`src/rtl/wbuf_axi_wr_master_if.sv`:
```
// -----------------------------------------------------------------------------
// wbuf_axi_wr_master_if
// AXI4 write-channel bundle (AW, W, B) between the write-buffer drain master
// and an AXI slave. Signal names carry the direction as seen from the master.
//
// Modports:
//   master : drives AW/W payload + valids and bready; samples readies, B.
//   slave  : the mirror image.
// Parameter:
//   ID_W   : width of awid_o / bid_i.
// -----------------------------------------------------------------------------
interface wbuf_axi_wr_master_if #(
  parameter int ID_W = 4
) ();

  // AW channel
  logic [ID_W-1:0] awid_o;
  logic [31:0]     awaddr_o;
  logic [7:0]      awlen_o;
  logic [2:0]      awsize_o;
  logic [1:0]      awburst_o;
  logic            awvalid_o;
  logic            awready_i;

  // W channel
  logic [31:0]     wdata_o;
  logic [3:0]      wstrb_o;
  logic            wlast_o;
  logic            wvalid_o;
  logic            wready_i;

  // B channel
  logic [ID_W-1:0] bid_i;
  logic [1:0]      bresp_i;
  logic            bvalid_i;
  logic            bready_o;

  modport master (
    output awid_o, awaddr_o, awlen_o, awsize_o, awburst_o, awvalid_o,
    input  awready_i,
    output wdata_o, wstrb_o, wlast_o, wvalid_o,
    input  wready_i,
    input  bid_i, bresp_i, bvalid_i,
    output bready_o
  );

  modport slave (
    input  awid_o, awaddr_o, awlen_o, awsize_o, awburst_o, awvalid_o,
    output awready_i,
    input  wdata_o, wstrb_o, wlast_o, wvalid_o,
    output wready_i,
    output bid_i, bresp_i, bvalid_i,
    input  bready_o
  );

endinterface

```
`src/rtl/wbuf_axi_wr_master.sv`:
```
// -----------------------------------------------------------------------------
// wbuf_axi_wr_master
// Drains the single 128-bit dirty line offered by the data-cache write buffer
// as one 4-beat INCR burst of 32-bit words on AXI4, then returns a one-cycle
// completion strobe (wb_done_o) on the B handshake.
//
// Ports:
//   clk, rst      : clock (rising edge), asynchronous active-high reset
//   wb_wen_i      : buffer holds a valid line (level, held until done)
//   wb_waddr_i    : line address, bits [3:0] ignored
//   wb_wdata_i    : line data, word k = bits [32k+31:32k]
//   wb_done_o     : burst complete strobe (B handshake cycle only)
//   busy_o        : a burst is in flight
//   bus_err_o     : sticky non-OKAY B response flag (optional, see below)
//   axi           : AW/W/B channels (wbuf_axi_wr_master_if.master)
//
// Optional feature: define WBUF_AXI_BRESP_CHECK_EN to add bus_err_o, which is
// set on any B handshake with bresp_i != OKAY and held until reset. Without
// the macro bresp_i is ignored.
// -----------------------------------------------------------------------------
module wbuf_axi_wr_master #(
  parameter int            ID_W   = 4,
  parameter logic [ID_W-1:0] AXI_ID = ID_W'(1)
) (
  input  logic          clk,
  input  logic          rst,
  input  logic          wb_wen_i,
  input  logic [31:0]   wb_waddr_i,
  input  logic [127:0]  wb_wdata_i,
  output logic          wb_done_o,
  output logic          busy_o,
`ifdef WBUF_AXI_BRESP_CHECK_EN
  output logic          bus_err_o,
`endif
  wbuf_axi_wr_master_if.master axi
);

  typedef enum logic [1:0] {
    IDLE = 2'd0,
    ADDR = 2'd1,
    DATA = 2'd2,
    RESP = 2'd3
  } state_t;

  state_t        state_reg, state_next;
  logic [1:0]    beat_reg, beat_next;
  logic [27:0]   addr_reg;
  logic [127:0]  line_reg;
  logic          latch_en;
  logic          awvalid_c, wvalid_c, bready_c, done_c;

  // Line split into beat-sized words so the W mux indexes by beat number.
  logic [31:0]   word [4];

  genvar gi;
  generate
    for (gi = 0; gi < 4; gi++) begin : g_word
      assign word[gi] = line_reg[32*gi +: 32];
    end
  endgenerate

  // State and beat counter.
  always_ff @(posedge clk or posedge rst) begin
    if (rst) begin
      state_reg <= IDLE;
      beat_reg  <= 2'd0;
    end else begin
      state_reg <= state_next;
      beat_reg  <= beat_next;
    end
  end

  // Request capture: once latched, the buffer's inputs no longer affect
  // the burst in flight.
  always_ff @(posedge clk or posedge rst) begin
    if (rst) begin
      addr_reg <= 28'd0;
      line_reg <= 128'd0;
    end else if (latch_en) begin
      addr_reg <= wb_waddr_i[31:4];
      line_reg <= wb_wdata_i;
    end
  end

  always_comb begin
    state_next = state_reg;
    beat_next  = beat_reg;
    latch_en   = 1'b0;
    awvalid_c  = 1'b0;
    wvalid_c   = 1'b0;
    bready_c   = 1'b0;
    done_c     = 1'b0;
    case (state_reg)
      IDLE: begin
        if (wb_wen_i) begin
          latch_en   = 1'b1;
          state_next = ADDR;
        end
      end
      ADDR: begin
        awvalid_c = 1'b1;
        if (axi.awready_i) begin
          state_next = DATA;
          beat_next  = 2'd0;
        end
      end
      DATA: begin
        wvalid_c = 1'b1;
        if (axi.wready_i) begin
          // 2-bit counter wraps to 0 on the last beat.
          beat_next = beat_reg + 2'd1;
          if (beat_reg == 2'd3) begin
            state_next = RESP;
          end
        end
      end
      RESP: begin
        bready_c = 1'b1;
        if (axi.bvalid_i) begin
          // Response code never changes the flow; no retry.
          done_c     = 1'b1;
          state_next = IDLE;
        end
      end
      default: state_next = IDLE;
    endcase
  end

  assign axi.awid_o    = AXI_ID;
  assign axi.awaddr_o  = {addr_reg, 4'b0000};
  assign axi.awlen_o   = 8'd3;
  assign axi.awsize_o  = 3'b010;
  assign axi.awburst_o = 2'b01;
  assign axi.awvalid_o = awvalid_c;

  assign axi.wdata_o   = word[beat_reg];
  assign axi.wstrb_o   = 4'hF;
  assign axi.wlast_o   = (state_reg == DATA) && (beat_reg == 2'd3);
  assign axi.wvalid_o  = wvalid_c;

  assign axi.bready_o  = bready_c;

  assign wb_done_o     = done_c;
  assign busy_o        = (state_reg != IDLE);

`ifdef WBUF_AXI_BRESP_CHECK_EN
  logic bus_err_reg;

  always_ff @(posedge clk or posedge rst) begin
    if (rst) begin
      bus_err_reg <= 1'b0;
    end else if (done_c && (axi.bresp_i != 2'b00)) begin
      bus_err_reg <= 1'b1;
    end
  end

  assign bus_err_o = bus_err_reg;

  // BID and the ignored low address bits are intentionally unused.
  logic unused_ok;
  assign unused_ok = &{1'b0, axi.bid_i, wb_waddr_i[3:0]};
`else
  // BID, BRESP and the ignored low address bits are intentionally unused.
  logic unused_ok;
  assign unused_ok = &{1'b0, axi.bid_i, axi.bresp_i, wb_waddr_i[3:0]};
`endif

endmodule

```
`src/flat_wrapper.sv`:
```
// flat-port wrapper written by rule: the top's interface ports become plain ports
module wbuf_axi_wr_master_flat 
#(
  parameter int            ID_W   = 4,
  parameter logic [ID_W-1:0] AXI_ID = ID_W'(1)
)
  (clk, rst, wb_wen_i, wb_waddr_i, wb_wdata_i, wb_done_o, busy_o, axi_awid_o, axi_awaddr_o, axi_awlen_o, axi_awsize_o, axi_awburst_o, axi_awvalid_o, axi_awready_i, axi_wdata_o, axi_wstrb_o, axi_wlast_o, axi_wvalid_o, axi_wready_i, axi_bid_i, axi_bresp_i, axi_bvalid_i, axi_bready_o);
  wbuf_axi_wr_master_if #(.ID_W(ID_W)) axi_i ();
  input  logic clk;
  input  logic rst;
  input  logic wb_wen_i;
  input  logic [31:0] wb_waddr_i;
  input  logic [127:0] wb_wdata_i;
  output logic wb_done_o;
  output logic busy_o;
  output wire logic [$bits(axi_i.awid_o)-1:0] axi_awid_o;
  output wire logic [$bits(axi_i.awaddr_o)-1:0] axi_awaddr_o;
  output wire logic [$bits(axi_i.awlen_o)-1:0] axi_awlen_o;
  output wire logic [$bits(axi_i.awsize_o)-1:0] axi_awsize_o;
  output wire logic [$bits(axi_i.awburst_o)-1:0] axi_awburst_o;
  output wire logic [$bits(axi_i.awvalid_o)-1:0] axi_awvalid_o;
  input wire logic [$bits(axi_i.awready_i)-1:0] axi_awready_i;
  output wire logic [$bits(axi_i.wdata_o)-1:0] axi_wdata_o;
  output wire logic [$bits(axi_i.wstrb_o)-1:0] axi_wstrb_o;
  output wire logic [$bits(axi_i.wlast_o)-1:0] axi_wlast_o;
  output wire logic [$bits(axi_i.wvalid_o)-1:0] axi_wvalid_o;
  input wire logic [$bits(axi_i.wready_i)-1:0] axi_wready_i;
  input wire logic [$bits(axi_i.bid_i)-1:0] axi_bid_i;
  input wire logic [$bits(axi_i.bresp_i)-1:0] axi_bresp_i;
  input wire logic [$bits(axi_i.bvalid_i)-1:0] axi_bvalid_i;
  output wire logic [$bits(axi_i.bready_o)-1:0] axi_bready_o;
  assign axi_awid_o = axi_i.awid_o;
  assign axi_awaddr_o = axi_i.awaddr_o;
  assign axi_awlen_o = axi_i.awlen_o;
  assign axi_awsize_o = axi_i.awsize_o;
  assign axi_awburst_o = axi_i.awburst_o;
  assign axi_awvalid_o = axi_i.awvalid_o;
  assign axi_i.awready_i = axi_awready_i;
  assign axi_wdata_o = axi_i.wdata_o;
  assign axi_wstrb_o = axi_i.wstrb_o;
  assign axi_wlast_o = axi_i.wlast_o;
  assign axi_wvalid_o = axi_i.wvalid_o;
  assign axi_i.wready_i = axi_wready_i;
  assign axi_i.bid_i = axi_bid_i;
  assign axi_i.bresp_i = axi_bresp_i;
  assign axi_i.bvalid_i = axi_bvalid_i;
  assign axi_bready_o = axi_i.bready_o;
  wbuf_axi_wr_master #(.ID_W(ID_W), .AXI_ID(AXI_ID)) u_core (.clk(clk), .rst(rst), .wb_wen_i(wb_wen_i), .wb_waddr_i(wb_waddr_i), .wb_wdata_i(wb_wdata_i), .wb_done_o(wb_done_o), .busy_o(busy_o), .axi(axi_i));
endmodule
```
`config.mk`:
```
export PLATFORM = sky130hd
export DESIGN_NAME = wbuf_axi_wr_master_flat
export DESIGN_NICKNAME = d
export VERILOG_FILES = /design/src/rtl/wbuf_axi_wr_master_if.sv /design/src/rtl/wbuf_axi_wr_master.sv /design/src/flat_wrapper.sv
export SDC_FILE = /design/constraint.sdc
export NUM_CORES = 1
export LEC_CHECK = 0
export CORE_UTILIZATION = 46
export CTS_CLUSTER_SIZE = 14
export DETAILED_ROUTE_END_ITERATION = 10
export PLACE_DENSITY_LB_ADDON = 0.25
export SKIP_CTS_REPAIR_TIMING = 1
export SLEW_MARGIN = 5
export SYNTH_ARGS = -nofsm -noshare
export SYNTH_HDL_FRONTEND = slang
export SYNTH_SLANG_ARGS = --single-unit
```
`constraint.sdc`:
```
create_clock -name clk -period 5.7 [get_ports clk]
set_input_delay 0.57 -clock clk [delete_from_list [all_inputs] [get_ports clk]]
set_output_delay 0.57 -clock clk [all_outputs]
set_load 0.01 [all_outputs]
```
# Word level (Yosys, flattened, before mapping)
# Index checks and enable logic that the tools add are counted.
# W data, S select, Z words.
[totals]
word_cells = 41
reg_bits = 160
out_inout_bits = 91
[op_classes]
n_addsub = 1
n_reduce_logical = 6
eq_ne = 9
bitwise = 1
n_mux = 19
magnitude_cmp = 1
[ops]
columns = ["cell", "count"]
rows = [
  ["$bmux W32 S2", 1],
  ["$mux W32", 2],
  ["$mux W2", 7],
  ["$ne A2 B2 Y1 const B", 4],
  ["$pmux W2 S4", 1],
  ["$mux W1", 7],
  ["$eq A2 B2 Y1 const B", 3],
  ["$reduce_and A5 Y1", 1],
  ["$pmux W2 S2", 1],
  ["$reduce_bool A2 Y1", 2],
  ["$ge A3 B3 Y1 const B", 1],
  ["$not A2 Y3", 1],
  ["$reduce_and A3 Y1", 1],
  ["$add A2 B1 Y2 const B", 1],
  ["$eq A2 B1 Y1 const B", 1],
  ["$logic_not A2 Y1", 1],
  ["$ne A2 B1 Y1 const B", 1],
  ["$logic_and A1 B1 Y1", 1],
]

# Depth between registers and ports, before layout
[depth]
depth_word = 4
depth_mapped = 6

# Worst setup path after synthesis
# OpenSTA, ideal clock, no wires.
[synth_timing]
path_type = "register to output"
start = "register u_core.beat_reg[0]"
end = "output port axi_wdata_o[19]"
path_stages_with_launch = 4
n_path_buf = 2
t_arrival_ps = 1187
slack_ps = 3943
required_ps = 5130
path_cell_list = "dfrtp_1 buf_6 buf_6 mux4_2"
[synth_between]
elab_chain_len = 4
[synth_lines]
columns = ["item", "line_no", "source"]
rows = [
  ["from (decl)", "wbuf_axi_wr_master.sv:46", "logic [1:0] beat_reg, beat_next;"],
  ["from (signal assigned)", "wbuf_axi_wr_master.sv:69", "beat_reg <= beat_next;"],
  ["$not A2 Y3 (not written as such)", "wbuf_axi_wr_master.sv:136", "assign axi.wdata_o = word[beat_reg];"],
  ["$bmux W32 S2", "wbuf_axi_wr_master.sv:136", ""],
  ["$mux W32 (not written as such) (2 in a row)", "wbuf_axi_wr_master.sv:136", ""],
  ["to (decl)", "flat_wrapper.sv:23", "output wire logic [$bits(axi_i.wdata_o)-1:0] axi_wdata_o;"],
]
# Every way passes these cells. The select of a mux whose other input is x is not followed.

# Final worst setup path
[layout_timing]
start = "register u_core.beat_reg[0]"
end = "output port axi_wdata_o[30]"
# Same word-level chain as after synthesis.

==> run metrics <==
Hold Path End=u_core.line_reg[36]; Clock Skew=6.623 ps; port bufs=227; Max clock buf depth=2; Vias=4377; Fillers=1115; Least-Margin Pin Slew=1099 ps; Final WS setup=roughly 2500 ps; met1 global-route usage=between 20% and 30%; largest net degree at the start of global routing=78; max-slew violations=0; RSZ-0062 raised after global routing=no; H-tree depth=4; status=finished clean; GR peak layer=met2; clock slew at reported path FFs=around 60 ps; final RePlAce weighted congestion=a little under 0.8; Arrival @ worst endpoint=2660 ps; CP peak stage delay=between 1000 and 1500 ps; Overflow after GRT=0; number of global-route vias before repair=4982; Top Ports=263; die area=17200 um2; Worst Setup End Kind=output pin; Die Height=around 130 um; R2R setup slack=approximately 3100 ps; Tmin final=roughly 3200 ps; ant diodes=0; initial antenna violation count=0; Reg2Reg Launch Point=u_core.state_reg[0]; Syn Inst Count=about 430; critical path type=reg -> out; GRT Overall Usage=20.17%; drt total wl=about 16000 um; Setup crit start kind=flop; critical path peak fanout=35; Max Cap Viol=0; CP cell instances=mux4_2, clkdlybuf4s50_1; Worst Path Required=between 5000 and 6000 ps; ANT nets after route=0; Max IR drop VDD=357.6 uV; critical path's top delay family=flip-flops; Clock Tree Root=clkbuf_16; flip-flop count of the largest register, all copies and words added=about 130; Placement Rows=between 40 and 50; fin nets=between 800 and 900; worst skew pair latency=410 ps; Initial Util=a little under half; Synth Register Bits=160; first-pass GRT wire length=between 20000 and 30000 um; P_leak=just under 0.005 uW; DRT iter0 DRCs=roughly 150; CP max-delay cell=dfrtp_2; pre-CTS setup slack=approximately 2800 ps; Inserted Clock Buffers=17; hpwl dp=~11000 um; Synth Cell Area=roughly 7700 um2; sequential share of the synthesized area=between 50 and 60%; Avg Inst Size Synth=18.01 um2; GR Util met2=between 30 and 40%; TNS Setup=0 ps; Final period util=56.65%; number of remaining DRC errors=0; Area Overhead vs Synth=36.97%; CTS tree=yes; routed wire length per instance=18.68 um; met3 usage=6.096%; Reg2Reg Depth=5; final hold violations=0; core area=16060 um2; hold crit path type=reg -> reg; relative slew slack=between 20% and 30%; Fmax=309.7 MHz; die width=between 100 and 150 um; final setup fails=0; hold_sp=u_core.line_reg[36]; clk sinks=160; share of layout cells above drive strength 1=34.54%; CP bufs+invs=1; hold path cells=1; Vias per Instance=between 4 and 5; DRT Pass-1 Iters=4; power per cell area=~570 nW/um2; FF-to-FF End=u_core.line_reg[13]; Yosys warnings=0; number of library cell types mapped by synthesis=23
[power by group]
group	leakage (uW)	switching (uW)	internal (uW)	total [uW]
logic	0.00267	833	1880	2710
clock network	0.000291	461	703	1160
registers	0.00189	404	1720	2130
total	0.00486	1700	4300	6000
[per-layer routing]
metal,up-vias,part of all wire (%)
li1,1931,-
met3,16,6.7
met2,153,51
met4,0,1.4
met5,-,0
met1,2277,41
[logic make-up (layout without fill, tap and decap cells)]
| kind of cell | Yosys count | in the layout | share of synthesized area [%] |
|---|---|---|---|
| AND/OR/NAND/NOR | 7 | 7 | 0.6196 |
| AO/OA/AOI/OAI | 5 | 5 | 0.5382 |
| buffers and inverters | 57 | 271 | 6.328 |
| adder cells (fa/ha/maj) | 5 | 5 | 0.8154 |
| other | 2 | 25 | 0.09788 |
| flip-flops | 160 | 160 | 52.19 |
| multiplexers | 190 | 190 | 39.42 |
[final cells by class]
class	count	area [um2]	share of cell area (%)
clock buffer	20	446.7	4.251
clock inverter	12	155.1	1.476
inverter	7	31.28	0.2977
sequential	160	4006	38.12
timing repair buffer	232	2322	22.10
tap	216	270.3	2.572
multi-input combinational	232	3277	31.18
[cells in the mapped netlist, drive strengths merged]
cell     n  share of area [%]
nor2     1              0.049
nor2b    1              0.082
conb     2              0.098
mux2   157                 30
o21ai    1              0.065
buf     50                6.0
a21o     1              0.098
ha       5               0.82
a22oi    1               0.16
a32o     1               0.13
and3b    1               0.11
mux4    32                9.4
nand2    1              0.049
o22ai    1              0.082
dfrtp  160                 52
mux2i    1               0.13
inv      7               0.34
and2     2               0.16
nor3b    1               0.16
[layout by cell type (no fill, tap or decap), types with 2 or more instances in the layout]
cell               n
buf_4              4
and2_1             2
mux2_2            16
clkbuf_16         17
mux4_2            32
ha_1               5
inv_1              6
bufinv_16          3
clkinvlp_4         2
conb_1            25
clkinv_2           3
dfrtp_1          158
clkbuf_1           2
dfrtp_2            2
inv_6              4
clkdlybuf4s50_1  227
mux2_4           140
[per-stage QoR]
step | std cells | utilization [%] | total power, uW | hold slack [ps] | instance area [um2]
CTS | 879 | 65.44 | 6074 | 506.1 | 10510
finish | 879 | 65.44 | 6003 | 505.3 | 10510
global route | 879 | 65.44 | 6321 | 515.5 | 10510
floorplan | 449 | - | 3886 | 474.5 | 7759
detailed placement | 847 | 61.70 | 4862 | 489.1 | 9907
global placement | 847 | 61.70 | 4768 | 484.3 | 9907
[how the worst max path moves through the flow]
stage,start,endpoint,slack (ps),cells after the start
after floorplan,rst,u_core.addr_reg[0],810,1
after global placement,wb_wen_i,u_core.line_reg[13],2850,4
after detailed placement,wb_wen_i,u_core.line_reg[7],2790,4
after CTS,u_core.beat_reg[0],axi_wdata_o[30],2390,2
after global routing,u_core.beat_reg[1],axi_wdata_o[6],2300,3
final,u_core.beat_reg[0],axi_wdata_o[30],2470,2
Power figures use the tool's default switching activity.
